`src/rtl/uart_rx_fifo.sv`:
```
// uart_rx_fifo: oversampling UART receiver (8N1, LSB first) feeding a
// show-ahead FIFO with sticky frame-error and overrun status.
// Optional build macro UART_RX_PARITY_EN switches the frame to 8E1
// (even parity bit between the data and stop bits); ports are identical.
module uart_rx_fifo #(
   parameter int CLK_FREQ   = 25_000_000,
   parameter int BAUD       = 115200,
   parameter int FIFO_DEPTH = 8
) (
   input  logic                          clk,
   input  logic                          rst,
   input  logic                          rx,
   input  logic                          rd_en,
   input  logic                          clr_err,
   output logic [7:0]                    rd_data,
   output logic                          rx_empty,
   output logic                          rx_full,
   output logic [$clog2(FIFO_DEPTH):0]   rx_count,
   output logic                          frame_err,
   output logic                          overrun
);

   localparam int DIV_RAW = CLK_FREQ / (BAUD * 16);
   localparam int DIV     = (DIV_RAW < 1) ? 1 : DIV_RAW;
   localparam int DIV_W   = $clog2(DIV + 1);
   localparam int AW      = $clog2(FIFO_DEPTH);

`ifdef UART_RX_PARITY_EN
   typedef enum logic [2:0] {S_IDLE, S_START, S_DATA, S_PARITY, S_STOP} state_t;
`else
   typedef enum logic [1:0] {S_IDLE, S_START, S_DATA, S_STOP} state_t;
`endif

   logic             rx_meta_reg, rx_sync_reg;
   logic [DIV_W-1:0] tick_cnt_reg;
   logic             tick_reg;
   state_t           state_reg;
   logic [3:0]       sample_cnt_reg;
   logic [2:0]       bit_idx_reg;
   logic [7:0]       shift_reg;
   logic             push_req_reg;
   logic [7:0]       push_byte_reg;
   logic             ferr_evt_reg;
   logic             parity_ok;

   logic [7:0]       mem [FIFO_DEPTH];
   logic [AW:0]      wr_ptr_reg, rd_ptr_reg;
   logic             do_pop, do_push, ovf_evt;

   // Two-flop synchronizer; presets to idle-high so reset never looks like a start bit
   always_ff @(posedge clk or posedge rst) begin
      if (rst) begin
         rx_meta_reg <= 1'b1;
         rx_sync_reg <= 1'b1;
      end else begin
         rx_meta_reg <= rx;
         rx_sync_reg <= rx_meta_reg;
      end
   end

   // Free-running 16x oversampling tick, one cycle wide every DIV clocks
   always_ff @(posedge clk or posedge rst) begin
      if (rst) begin
         tick_cnt_reg <= '0;
         tick_reg     <= 1'b0;
      end else if (tick_cnt_reg == DIV_W'(DIV - 1)) begin
         tick_cnt_reg <= '0;
         tick_reg     <= 1'b1;
      end else begin
         tick_cnt_reg <= tick_cnt_reg + 1'b1;
         tick_reg     <= 1'b0;
      end
   end

`ifdef UART_RX_PARITY_EN
   logic parity_bit_reg;
   // Even parity: the parity bit must equal the XOR of the eight data bits
   assign parity_ok = (parity_bit_reg == ^shift_reg);
`else
   assign parity_ok = 1'b1;
`endif

   // Deframing FSM; push/error requests are registered and act one cycle after the stop sample
   always_ff @(posedge clk or posedge rst) begin
      if (rst) begin
         state_reg      <= S_IDLE;
         sample_cnt_reg <= '0;
         bit_idx_reg    <= '0;
         shift_reg      <= '0;
         push_req_reg   <= 1'b0;
         push_byte_reg  <= '0;
         ferr_evt_reg   <= 1'b0;
`ifdef UART_RX_PARITY_EN
         parity_bit_reg <= 1'b0;
`endif
      end else begin
         push_req_reg <= 1'b0;
         ferr_evt_reg <= 1'b0;
         case (state_reg)
            S_IDLE: begin
               if (!rx_sync_reg) begin
                  state_reg      <= S_START;
                  sample_cnt_reg <= '0;
               end
            end
            S_START: begin
               if (tick_reg) begin
                  if (sample_cnt_reg == 4'd7) begin
                     sample_cnt_reg <= '0;
                     bit_idx_reg    <= '0;
                     state_reg      <= rx_sync_reg ? S_IDLE : S_DATA;
                  end else begin
                     sample_cnt_reg <= sample_cnt_reg + 4'd1;
                  end
               end
            end
            S_DATA: begin
               if (tick_reg) begin
                  if (sample_cnt_reg == 4'd15) begin
                     sample_cnt_reg <= '0;
                     shift_reg      <= {rx_sync_reg, shift_reg[7:1]};
                     bit_idx_reg    <= bit_idx_reg + 3'd1;
                     if (bit_idx_reg == 3'd7) begin
`ifdef UART_RX_PARITY_EN
                        state_reg <= S_PARITY;
`else
                        state_reg <= S_STOP;
`endif
                     end
                  end else begin
                     sample_cnt_reg <= sample_cnt_reg + 4'd1;
                  end
               end
            end
`ifdef UART_RX_PARITY_EN
            S_PARITY: begin
               if (tick_reg) begin
                  if (sample_cnt_reg == 4'd15) begin
                     sample_cnt_reg <= '0;
                     parity_bit_reg <= rx_sync_reg;
                     state_reg      <= S_STOP;
                  end else begin
                     sample_cnt_reg <= sample_cnt_reg + 4'd1;
                  end
               end
            end
`endif
            S_STOP: begin
               if (tick_reg) begin
                  if (sample_cnt_reg == 4'd15) begin
                     sample_cnt_reg <= '0;
                     state_reg      <= S_IDLE;
                     if (rx_sync_reg && parity_ok) begin
                        push_req_reg  <= 1'b1;
                        push_byte_reg <= shift_reg;
                     end else begin
                        ferr_evt_reg  <= 1'b1;
                     end
                  end else begin
                     sample_cnt_reg <= sample_cnt_reg + 4'd1;
                  end
               end
            end
            default: state_reg <= S_IDLE;
         endcase
      end
   end

   // FIFO status derives from the pointer difference; the extra MSB separates full from empty
   assign rx_count = wr_ptr_reg - rd_ptr_reg;
   assign rx_empty = (rx_count == '0);
   assign rx_full  = (rx_count == (AW + 1)'(FIFO_DEPTH));
   assign rd_data  = rx_empty ? 8'h00 : mem[rd_ptr_reg[AW-1:0]];

   // A pop frees a slot in the same cycle, so a push into a full FIFO succeeds when popped together
   assign do_pop  = rd_en && !rx_empty;
   assign do_push = push_req_reg && (!rx_full || do_pop);
   assign ovf_evt = push_req_reg && rx_full && !do_pop;

   // Storage array, write-only port on the clock edge
   always_ff @(posedge clk) begin
      if (do_push)
         mem[wr_ptr_reg[AW-1:0]] <= push_byte_reg;
   end

   // Pointer update; reset empties the FIFO
   always_ff @(posedge clk or posedge rst) begin
      if (rst) begin
         wr_ptr_reg <= '0;
         rd_ptr_reg <= '0;
      end else begin
         if (do_push) wr_ptr_reg <= wr_ptr_reg + 1'b1;
         if (do_pop)  rd_ptr_reg <= rd_ptr_reg + 1'b1;
      end
   end

   // Sticky error flags; a new event in the same cycle as clr_err keeps the flag set
   always_ff @(posedge clk or posedge rst) begin
      if (rst) begin
         frame_err <= 1'b0;
         overrun   <= 1'b0;
      end else begin
         if (ferr_evt_reg)  frame_err <= 1'b1;
         else if (clr_err)  frame_err <= 1'b0;
         if (ovf_evt)       overrun   <= 1'b1;
         else if (clr_err)  overrun   <= 1'b0;
      end
   end

endmodule
```
`config.mk`:
```
export PLATFORM = sky130hd
export DESIGN_NAME = uart_rx_fifo
export DESIGN_NICKNAME = d
export VERILOG_FILES = /design/src/rtl/uart_rx_fifo.sv
export SDC_FILE = /design/constraint.sdc
export NUM_CORES = 1
export LEC_CHECK = 0
export ABC_AREA = 1
export BUFFER_PORTS_ARGS = -buffer_cell sky130_fd_sc_hd__buf_2
export CAP_MARGIN = 15
export CORE_AREA = 2 2 99 101
export CTS_CLUSTER_SIZE = 8
export DETAILED_ROUTE_END_ITERATION = 8
export DIE_AREA = 0 0 101 103
export PLACE_DENSITY = 0.68
export SYNTH_ARGS = -nofsm -noshare
export SYNTH_HDL_FRONTEND = slang
export SYNTH_SLANG_ARGS = --single-unit
```
`constraint.sdc`:
```
create_clock -name clk -period 4.45 [get_ports clk]
set_clock_uncertainty 0.15 [all_clocks]
set_input_delay 0.445 -clock clk [delete_from_list [all_inputs] [get_ports clk]]
set_output_delay 0.445 -clock clk [all_outputs]
set_load 0.005 [all_outputs]
```
==> results of run 1 <==
==> final cells by class <==
| type | instances | area (µm²) |
|---|---|---|
| repair buffers | 23 | 125.1 |
| clock buffers | 9 | 123.9 |
| fillers | 838 | 4358 |
| multi-input cells | 282 | 1451 |
| inverters | 42 | 158.9 |
| well taps | 114 | 142.6 |
| clock inverters | 7 | 73.82 |
| flip-flops and latches | 108 | 3025 |
==> layout by cell type (no fill, tap or decap), types with 2 or more instances in the layout <==
| cell type | synthesis | routed |
|---|---|---|
| nor2_4 | 2 | 2 |
| buf_4 | 7 | 2 |
| nor3_1 | 7 | 7 |
| nand2_1 | 113 | 113 |
| nor2_1 | 35 | 35 |
| inv_1 | 38 | 37 |
| dfrtp_1 | 42 | 42 |
| o21ai_2 | 8 | 8 |
| inv_2 | 2 | 3 |
| ha_1 | 10 | 10 |
| xor2_1 | 6 | 6 |
| nand2_2 | 2 | 2 |
| nand2_4 | 2 | 2 |
| nand3_2 | 3 | 3 |
| nand3_1 | 42 | 42 |
| clkbuf_8 | 0 | 9 |
| o22ai_1 | 3 | 3 |
| o21ai_1 | 8 | 8 |
| a21oi_1 | 15 | 15 |
| dfstp_2 | 2 | 2 |
| xnor2_1 | 2 | 2 |
| buf_2 | 5 | 20 |
| clkinv_1 | 1 | 3 |
| inv_6 | 0 | 2 |
| edfxtp_1 | 64 | 64 |
| o21ai_0 | 18 | 18 |
==> metrics by stage <==
stage                     setup slack, ns  std cells  hold WS [ns]  total power, µW  instance area [µm²]
final                               1.172        585        0.1243             1659                 5101
after global routing               0.9169        585        0.1311             1720                 5101
after CTS                           1.141        584       0.01316             1675                 5091
after detailed placement            1.320        568        0.2011             1087                 4893
after global placement              1.417        568        0.1960             1086                 4893
after floorplan                     1.850        447        0.1952             1082                 4732
==> synthesized netlist by cell type <==
| cell type | number |
|---|---|
| nand2_1 | 113 |
| edfxtp_1 | 64 |
| dfrtp_1 | 42 |
| nand3_1 | 42 |
| inv_1 | 38 |
| nor2_1 | 35 |
| o21ai_0 | 18 |
| a21oi_1 | 15 |
| ha_1 | 10 |
| o21ai_1 | 8 |
| o21ai_2 | 8 |
| buf_4 | 7 |
| nor3_1 | 7 |
| xor2_1 | 6 |
| buf_2 | 5 |
| nand3_2 | 3 |
| o22ai_1 | 3 |
| clkbuf_1 | 2 |
| dfstp_2 | 2 |
| inv_2 | 2 |
| nand2_2 | 2 |
| nand2_4 | 2 |
| nor2_4 | 2 |
| xnor2_1 | 2 |
| buf_6 | 1 |
| clkinv_1 | 1 |
| clkinv_2 | 1 |
| fa_1 | 1 |
| nand3_4 | 1 |
| nor2_2 | 1 |
| o21bai_1 | 1 |
| or2_1 | 1 |
| xor2_2 | 1 |
==> worst paths after layout <==
| check | startpoint | to | slack [ns] |
|---|---|---|---|
| min in group asynchronous | rst | wr_ptr_reg[0] | 0.13 |
| hold / removal | clr_err | frame_err | 0.12 |
| setup / recovery | rd_ptr_reg[2] | rd_data[0] | 1.17 |
| hold reg to reg | rx_meta_reg | rx_sync_reg | 0.21 |
| setup reg to reg | rd_ptr_reg[2] | mem[7][0] | 1.32 |
| max in group asynchronous | rst | push_byte_reg[7] | 3.45 |
==> power by group <==
part	internal (µW)	total, µW	switching [µW]	leakage (µW)
sequential	1050	1050	0.231	0.00133
combinational	2.04	11.5	9.41	0.000822
clock	265	594	330	0.0000972
==> metal layers <==
| layer | track usage | share of wire | vias to the layer above |
|---|---|---|---|
| met5 | 0 | 0 | - |
| met4 | 0.07277 | 0.017 | 0 |
| met3 | 0.02508 | 0.042 | 14 |
| met2 | 0.3210 | 0.49 | 63 |
| met1 | 0.2534 | 0.45 | 1480 |
| li1 | - | - | 1517 |
==> logic make-up (layout without fill, tap and decap cells) <==
| family | Yosys count | in the layout | share of synthesized area |
|---|---|---|---|
| AO/OA/AOI/OAI | 53 | 53 | 0.06373 |
| AND/OR/NAND/NOR | 209 | 209 | 0.1941 |
| buffers and inverters | 57 | 81 | 0.05394 |
| flip-flops | 108 | 108 | 0.6393 |
| XOR/XNOR | 9 | 9 | 0.01825 |
| adder cells (fa/ha/maj) | 11 | 11 | 0.03067 |
==> metrics.cfg, run 1 <==
[run_status]
status=finished clean

[setup_path]
worstPathCellList=clkinv_1 -> ha_1 -> or2_1 -> nand2_1 -> nand2_2 -> nand3_2 -> inv_2 -> nor3_1 -> buf_2
slowest_delay_ns=0.57
crit_cells=9
cp.arrival_ns=2.68
crit_fanout=12
worst-path-buf-inv=3
cp-start-kind=flip-flop
reg2reg_depth=8
crit_type=flip-flop to output pin
end_kind=output pin
cp_top_family=simple AND/OR/NAND/NOR gates
critPathRequiredTime_ns=3.86
crit_slowest_cell=dfrtp_1

[worst_hold_path]
min-delay-path-class=input pin to flip-flop
whs_path_depth=2

[timing]
fin_crit_sh=0.7367
fin_crit_ns=3.278
maxSlewHeadroom=0.3892
tns_ns=0
hold_viol=0
rsz0062_at_grt=no
drv_slew=0
max_slew.worst_pin.slew_ns=0.9149
fmax_ghz=0.3050
setup_viol=0

[cts]
cts_setup_buffers=0
cts_buffers=9
clkSlewWorstSetupHoldPaths_ns=0.10
worstSkewPairLatency_ns=0.36
cts.sinks=108
cts_resized=0
root_buffer=clkbuf_8
clk_path_buf_depth=2
cts_hold_buf=0
cts_tree=built
htreeDepth=3

[placement]
dp_hpwl_um=6242
place.port_buffers=20
place.gp.congestion=0.9900

[grt]
grt_first_pass_wirelength_um=14900
track_usage=0.1900
first_global_vias=2930
grt_overflow=0
grt_max_degree=45
antenna_found_initial=0

[run]
maxCapViolCount=0

[finish]
largest_reg_flops=64
drive_gt1_frac=0.1316
layout.nets=482
fin_util=0.5393
syn_to_final_growth_pct=7.800
diodes=0

[drt]
firstDrtPassIters=4
drc=0
drtAntennaViolNets=0
viasPerCell=5.255
wl_per_cell_um=15.51
drt_iter0_drc=192
vias=3074
drt_wl_total_um=9073

[logic_synthesis]
yosysTopAreaCell=edfxtp_1
syn_area_per_cell_um2=10.59
yosysWarnings=0
synth_seq_area_share=0.6393
synthTopCellsByArea=edfxtp_1, dfrtp_1, nand2_1, nand3_1, inv_1
ys_seq_elements=108
yosysUniqueCellTypes=33
syn-cell-area_mm2=0.004732
netlist_instances=447
synth_top_area_share=0.4061
synthesis.nets=463

[floorplan]
start_util=0.5003
die-area_mm2=0.01040
num_io_pins=21
fp-row-count=36
die_w_um=101
core_mm2=0.009459
die_height_um=103

[power]
peakVddDrop_uv=202.6
p_leak_uw=0.002246
powerDensity_mw_per_mm2=325.2

Note: power is estimated with default switching activity, not from simulation.
==> run 2, diff against run 1 <==
Settings changed: ABC_AREA 1 to 0, CORE_AREA 2 2 99 101 to 2 2 97 99, DIE_AREA 0 0 101 103 to 0 0 99 101.
Clock period 4.45 ns to 3.16 ns, I/O delays scaled along.
==> run 2 against run 1 <==
Clock power up 36%; setup slack got worse by 1.0 ns; the flow now finishes with violations (hold timing); largest cell class unchanged; sequential cell count is the same; via count is 21% lower; largest power group unchanged; design area fell by 0.25%; highest routed layer unchanged; critical endpoint is now rd_data[7]; non-clock buffer count is 12 higher; critical path type unchanged; synthesized cell count decreased by 35%.
==> metrics.cfg, run 2 <==
[logic_synthesis]
syn_area_per_cell_um2=15.64  ; +48%
synth_top_area_share=0.4207  ; +0.01457
synth_common_cells=edfxtp_1, dfrtp_1, nand2_1
yosysTopAreaCell=edfxtp_1
netlist_instances=292  ; -35%
synthesis.nets=308  ; -33%
ys.flop_type=edfxtp_1
yosysWarnings=0  ; unchanged
synthTopCellsByArea=edfxtp_1, dfrtp_1, mux4_2, ha_1, mux2_2
syn-cell-area_mm2=0.004568  ; -3.5%
yosysUniqueCellTypes=50  ; +52%
ys_seq_elements=108  ; unchanged
synth_seq_area_share=0.6623  ; +0.02294
synth_edf_count=64  ; unchanged
post-synth-top-count-cell=edfxtp_1
async_reset_ff_frac=0.4074  ; unchanged

[setup_path]
critPathRequiredTime_ns=2.69  ; -1.17 ns
cp.arrival_ns=2.57  ; -0.11 ns
crit_slowest_cell=dfrtp_1
crit_type=flip-flop to output pin
cp-startpoint=wr_ptr_reg[0]
worstPathCellList=inv_1 -> ha_1 -> inv_1 -> fa_1 -> xor2_1 -> or2_2 -> a21oi_1 -> buf_4 -> a21oi_1 -> buf_2
worst-path-buf-inv=4  ; +1
slowest_delay_ns=0.39  ; -0.18 ns
crit_fanout=11  ; -1
rr_startpoint=wr_ptr_reg[2]
end_kind=output pin
cp-start-kind=flip-flop
cp_top_family=adder cells

[worst_hold_path]
min-delay-path-class=input pin to asynchronous set/reset pin

[power]
p_leak_uw=0.002202  ; -2.0%
powerDensity_mw_per_mm2=572.5  ; +76%
peakVddDrop_uv=460.9  ; +130%

[cts]
worstSkewPairLatency_ns=0.36  ; about the same
clk_path_buf_depth=2  ; unchanged
root_buffer=clkbuf_8
cts_tree=built
cts_setup_buffers=0  ; unchanged
cts.sinks=108  ; unchanged
cts_buffers=9  ; unchanged
htreeDepth=3  ; unchanged
clkSlewWorstSetupHoldPaths_ns=0.09  ; about the same

[placement]
place.gp.congestion=0.7567  ; -24%
place.port_buffers=20  ; unchanged
dp_hpwl_um=5269  ; -16%
dp_slack_ns=0.3657  ; -0.9539 ns

[finish]
mostFrequentLayoutCell=edfxtp_1
drive_gt1_frac=0.3003  ; +0.1687
syn_to_final_growth_pct=11.39
diodes=0  ; unchanged
largest_reg_flops=64  ; unchanged
mostFrequentLayoutCells=edfxtp_1, dfrtp_1, nand2_1
layout.nets=344  ; -29%

[drt]
wl_per_cell_um=17.09  ; +10%
viasPerCell=5.498  ; +4.6%
drtAntennaViolNets=0  ; unchanged
drt_iter0_drc=120  ; -38%
drc=0  ; unchanged
drt_wl_total_um=7587  ; -16%
vias=2441  ; -21%
firstDrtPassIters=4  ; unchanged

[timing]
fin_crit_ns=3.034
rsz0062_at_grt=no
max_slew.worst_pin.slew_ns=0.9145  ; -0.0004289 ns
setup_viol=0  ; unchanged
maxSlewHeadroom=0.3904  ; +0.001175
fmax_ghz=0.3296
hold_ws_ns=-0.02102  ; -0.1453 ns
tns_ns=0  ; unchanged
hold_viol=7  ; +7
worst_slack_ns=0.1263  ; -1.045 ns
fin_crit_sh=0.9600
drv_slew=0  ; unchanged

[floorplan]
core_mm2=0.008977  ; -5.1%
fp-row-count=35  ; -2.8%
die_height_um=101  ; -1.9%
die_w_um=99  ; -2.0%
num_io_pins=21  ; unchanged
die-area_mm2=0.009999  ; -3.9%
start_util=0.5089  ; +0.008586

[grt]
track_usage=0.1661  ; -0.02395
first_global_vias=2481  ; -15%
grt_first_pass_wirelength_um=12490  ; -16%
antenna_found_initial=0  ; unchanged
grt_max_degree=45  ; unchanged
grt_overflow=0  ; unchanged

[run_status]
status=finished, violations left
violations=hold timing

[run]
maxCapViolCount=0  ; unchanged

## run 2: cell type report
| cell class | instances | area (µm²) |
|---|---|---|
| fillers | 675 | 3889 |
| flip-flops and latches | 108 | 3025 |
| multi-input cells | 157 | 1455 |
| repair buffers | 35 | 215.2 |
| well taps | 111 | 138.9 |
| clock buffers | 10 | 127.6 |
| inverters | 17 | 63.81 |
| clock inverters | 6 | 62.56 |
## run 2: metal layers
metal  wire length, µm  GRT usage  up-vias
met4               121    0.06639        0
met5                 0          0        -
met1              3490     0.2279     1253
li1                  -          -     1144
met2              3736     0.2661       36
met3               238    0.03051        8
## run 2: what timing repair did
| item | CTS | global route |
|---|---|---|
| hold buffers | 1 | 0 |
| resized for setup | 0 | 0 |
| hold endpoints to repair | 1 | 0 |
## run 2: worst paths after layout
path                            cells past startpoint       endpoint  slack, ns
worst max-delay path                               10     rd_data[7]       0.13
worst min-delay path                                2  rd_ptr_reg[3]      -0.02
worst max register to register                      5      mem[7][1]       0.39
worst min register to register                      0    rx_sync_reg       0.21
max in group asynchronous                           2  wr_ptr_reg[2]       2.29
min in group clk                                    3      frame_err       0.11
## run 2: stage by stage
stage / cells / cell area [µm²] / util / total power (µW)
6_report: 444 / 5089 / 0.5668 / 2913
5_1_grt: 444 / 5089 / 0.5668 / 3050
4_1_cts: 444 / 5089 / 0.5668 / 2950
3_5_place_dp: 427 / 4888 / 0.5445 / 2145
3_3_place_gp: 427 / 4888 / 0.5445 / 2132
2_1_floorplan: 292 / 4608 / - / 1956
## run 2: logic make-up (layout without fill, tap and decap cells)
logic type / Yosys count / after routing / synth area share
flip-flops: 108 / 108 / 0.6623
AND/OR/NAND/NOR: 65 / 65 / 0.07341
multiplexers: 36 / 36 / 0.1337
AO/OA/AOI/OAI: 35 / 35 / 0.05176
buffers and inverters: 27 / 68 / 0.02793
adder cells (fa/ha/maj): 11 / 11 / 0.03177
XOR/XNOR: 10 / 10 / 0.01917
## run 2: where the power goes
part	internal [µW]	switching (µW)
sequential	1510	17.1
combinational	239	337
clock	366	442
==> run 3, diff against run 2 <==
Settings changed: ABC_AREA 0 to 1, CORE_AREA 2 2 97 99 to 2 2 99 101, CTS_CLUSTER_SIZE 8 to 20, DIE_AREA 0 0 99 101 to 0 0 101 103.
==> run 3 against run 2 <==
The flow still finishes with violations (hold timing); setup slack improved by 0.10 ns; first-iteration DRC count rose by 64%; worst hold slack improved by 0.0055 ns; sequential power fell by 3%; wire length rose by 18%; via count rose by 27%; critical path type unchanged.
==> metrics.cfg, run 3 (synthesis results as in run 1) <==
[setup_path]
crit_fanout=12  ; +1
critPathRequiredTime_ns=2.69  ; about the same
crit_type=flip-flop to output pin
worstPathCellList=clkinv_1 -> ha_1 -> or2_1 -> nand3_1 -> nand3_2 -> inv_2 -> nor3_1 -> buf_2
cp_top_family=simple AND/OR/NAND/NOR gates
worst-path-buf-inv=3  ; -1
cp-start-kind=flip-flop
slowest_delay_ns=0.63  ; +0.24 ns
cp.arrival_ns=2.47  ; -0.10 ns
crit_slowest_cell=dfrtp_1
end_kind=output pin

[finish]
mostFrequentLayoutCell=nand2_1
mostFrequentLayoutCells=nand2_1, edfxtp_1, nand3_1, dfrtp_1, inv_1
drive_gt1_frac=0.1497  ; -0.1506
syn_to_final_growth_pct=9.307
final_area_mm2=0.005172  ; +1.6%
regArea_mm2=0.003025  ; unchanged
largest_reg_flops=64  ; unchanged
multi_input_area_mm2=0.001451  ; -0.26%
layout.nets=492  ; +43%
diodes=0  ; unchanged
n_fill_cell=818  ; +21%

[worst_hold_path]
min-delay-path-class=input pin to asynchronous set/reset pin

[drt]
drtAntennaViolNets=0  ; unchanged
viasPerCell=5.227  ; -4.9%
drt_iter0_drc=197  ; +64%
drt_wl_total_um=8980  ; +18%
vias=3110  ; +27%
wl_met3_um=400  ; +68%
top_layer_used=met4
wl_met1_um=3928  ; +13%
wl_met2_um=4468  ; +20%
drc=0  ; unchanged
wl_per_cell_um=15.09  ; -12%
firstDrtPassIters=4  ; unchanged

[cts]
cts_hold_buf=2  ; +1
clk_path_buf_depth=2  ; unchanged
htreeDepth=3  ; unchanged
cts_tree=built
cts_setup_buffers=0  ; unchanged
cts_buffers=9  ; unchanged
worstSkewPairLatency_ns=0.36  ; about the same
clkSlewWorstSetupHoldPaths_ns=0.10  ; about the same
cts.sinks=108  ; unchanged
root_buffer=clkbuf_8
cts_resized=0  ; unchanged

[timing]
fin_crit_ns=2.931  ; -0.1025 ns
rsz0062_at_grt=no
fmax_ghz=0.3411  ; +3.5%
drv_slew=0  ; unchanged
hold_ws_ns=-0.01548  ; +0.005540 ns
maxSlewHeadroom=0.4032  ; +0.01282
hold_viol=35  ; +28
tns_ns=0  ; unchanged
fin_crit_sh=0.9276  ; -0.03243
setup_viol=0  ; unchanged
max_slew.worst_pin.slew_ns=0.8939  ; -0.02054 ns
worst_slack_ns=0.2287  ; +0.1025 ns

[power]
power.switching_uw=468.9  ; -41%
comb_power_share=0.007  ; -0.191
p_leak_uw=0.002292  ; +4.1%
peakVddDrop_uv=265.0  ; -43%
powerDensity_mw_per_mm2=449.0  ; -22%
power_frac_clock=0.354  ; +0.076
p_int_uw=1853  ; -12%
switching_share=0.2019  ; -0.07165
seqPwrFrac=0.639  ; +0.115

[placement]
place.gp.congestion=0.8281  ; +9.4%
place.port_buffers=20  ; unchanged
dp_slack_ns=0.2580  ; -0.1077 ns
place_area_mm2=0.004961  ; +1.5%
dp_hpwl_um=6031  ; +14%

[grt]
first_global_vias=2954  ; +19%
grt_max_degree=45  ; unchanged
grt_first_pass_wirelength_um=14690  ; +18%
grt_overflow=0  ; unchanged
antenna_found_initial=0  ; unchanged
track_usage=0.1877  ; +0.02161

[floorplan]
start_util=0.5003  ; -0.008586
core_mm2=0.009459  ; +5.4%
num_io_pins=21  ; unchanged
fp-row-count=36  ; +2.9%
die_height_um=103  ; +2.0%
die_w_um=101  ; +2.0%
die-area_mm2=0.01040  ; +4.0%

[run_status]
violations=hold timing
status=finished, violations left

[run]
maxCapViolCount=0  ; unchanged

run 3: final timing paths:
check                              start           endpoint  slack (ns)  cells after the start
max                        rd_ptr_reg[2]         rd_data[1]        0.23                      8
min                                  rst  sample_cnt_reg[2]       -0.02                      2
max reg2reg                rd_ptr_reg[2]          mem[2][2]        0.28                      8
min reg2reg                  rx_meta_reg        rx_sync_reg        0.21                      0
max in group asynchronous            rst   push_byte_reg[1]        2.32                      2
min in group clk                   rd_en      rd_ptr_reg[2]        0.13                      3
run 3: per-stage QoR:
stage / utilization / hold WS (ns) / instances / total power (µW)
2_1_floorplan: - / 0.1705 / 447 / 1523
3_3_place_gp: 0.5245 / 0.1955 / 577 / 1529
3_5_place_dp: 0.5245 / 0.2010 / 577 / 1530
4_1_cts: 0.5468 / 0.01688 / 595 / 2333
5_1_grt: 0.5468 / 0.07807 / 595 / 2385
6_report: 0.5468 / -0.01548 / 595 / 2322
run 3: final cells by class:
cell class / instances / area share
sequential: 108 / 0.5849
multi-input combinational: 282 / 0.2806
timing repair buffer: 33 / 0.03919
inverter: 42 / 0.03072
tap: 114 / 0.02758
clock buffer: 10 / 0.02467
clock inverter: 6 / 0.01234
run 3: routing by layer:
layer  global-route usage  vias up
li1                     -     1532
met1               0.2450     1498
met2               0.3164       68
met3              0.02780       12
met4              0.08108        0
met5                    0        -
run 3: worst reg2reg max path, stage by stage (launching register included):
cell and delay [ns]:
dfrtp_1 0.63, clkinv_1 0.18, ha_1 0.35, or2_1 0.24
nand3_1 0.17, nand2_4 0.09, nand3_4 0.10, nand3_2 0.11
nor2_1 0.51
run 3: power by group through the flow:
stage	Sequential (µW)	Clock, µW	Combinational [µW]
2_1_floorplan	1510	0	9.53
3_3_place_gp	1510	0	15.7
3_5_place_dp	1510	0	15.9
4_1_cts	1480	832	17.9
5_1_grt	1480	881	20.4
6_report	1480	822	16.9
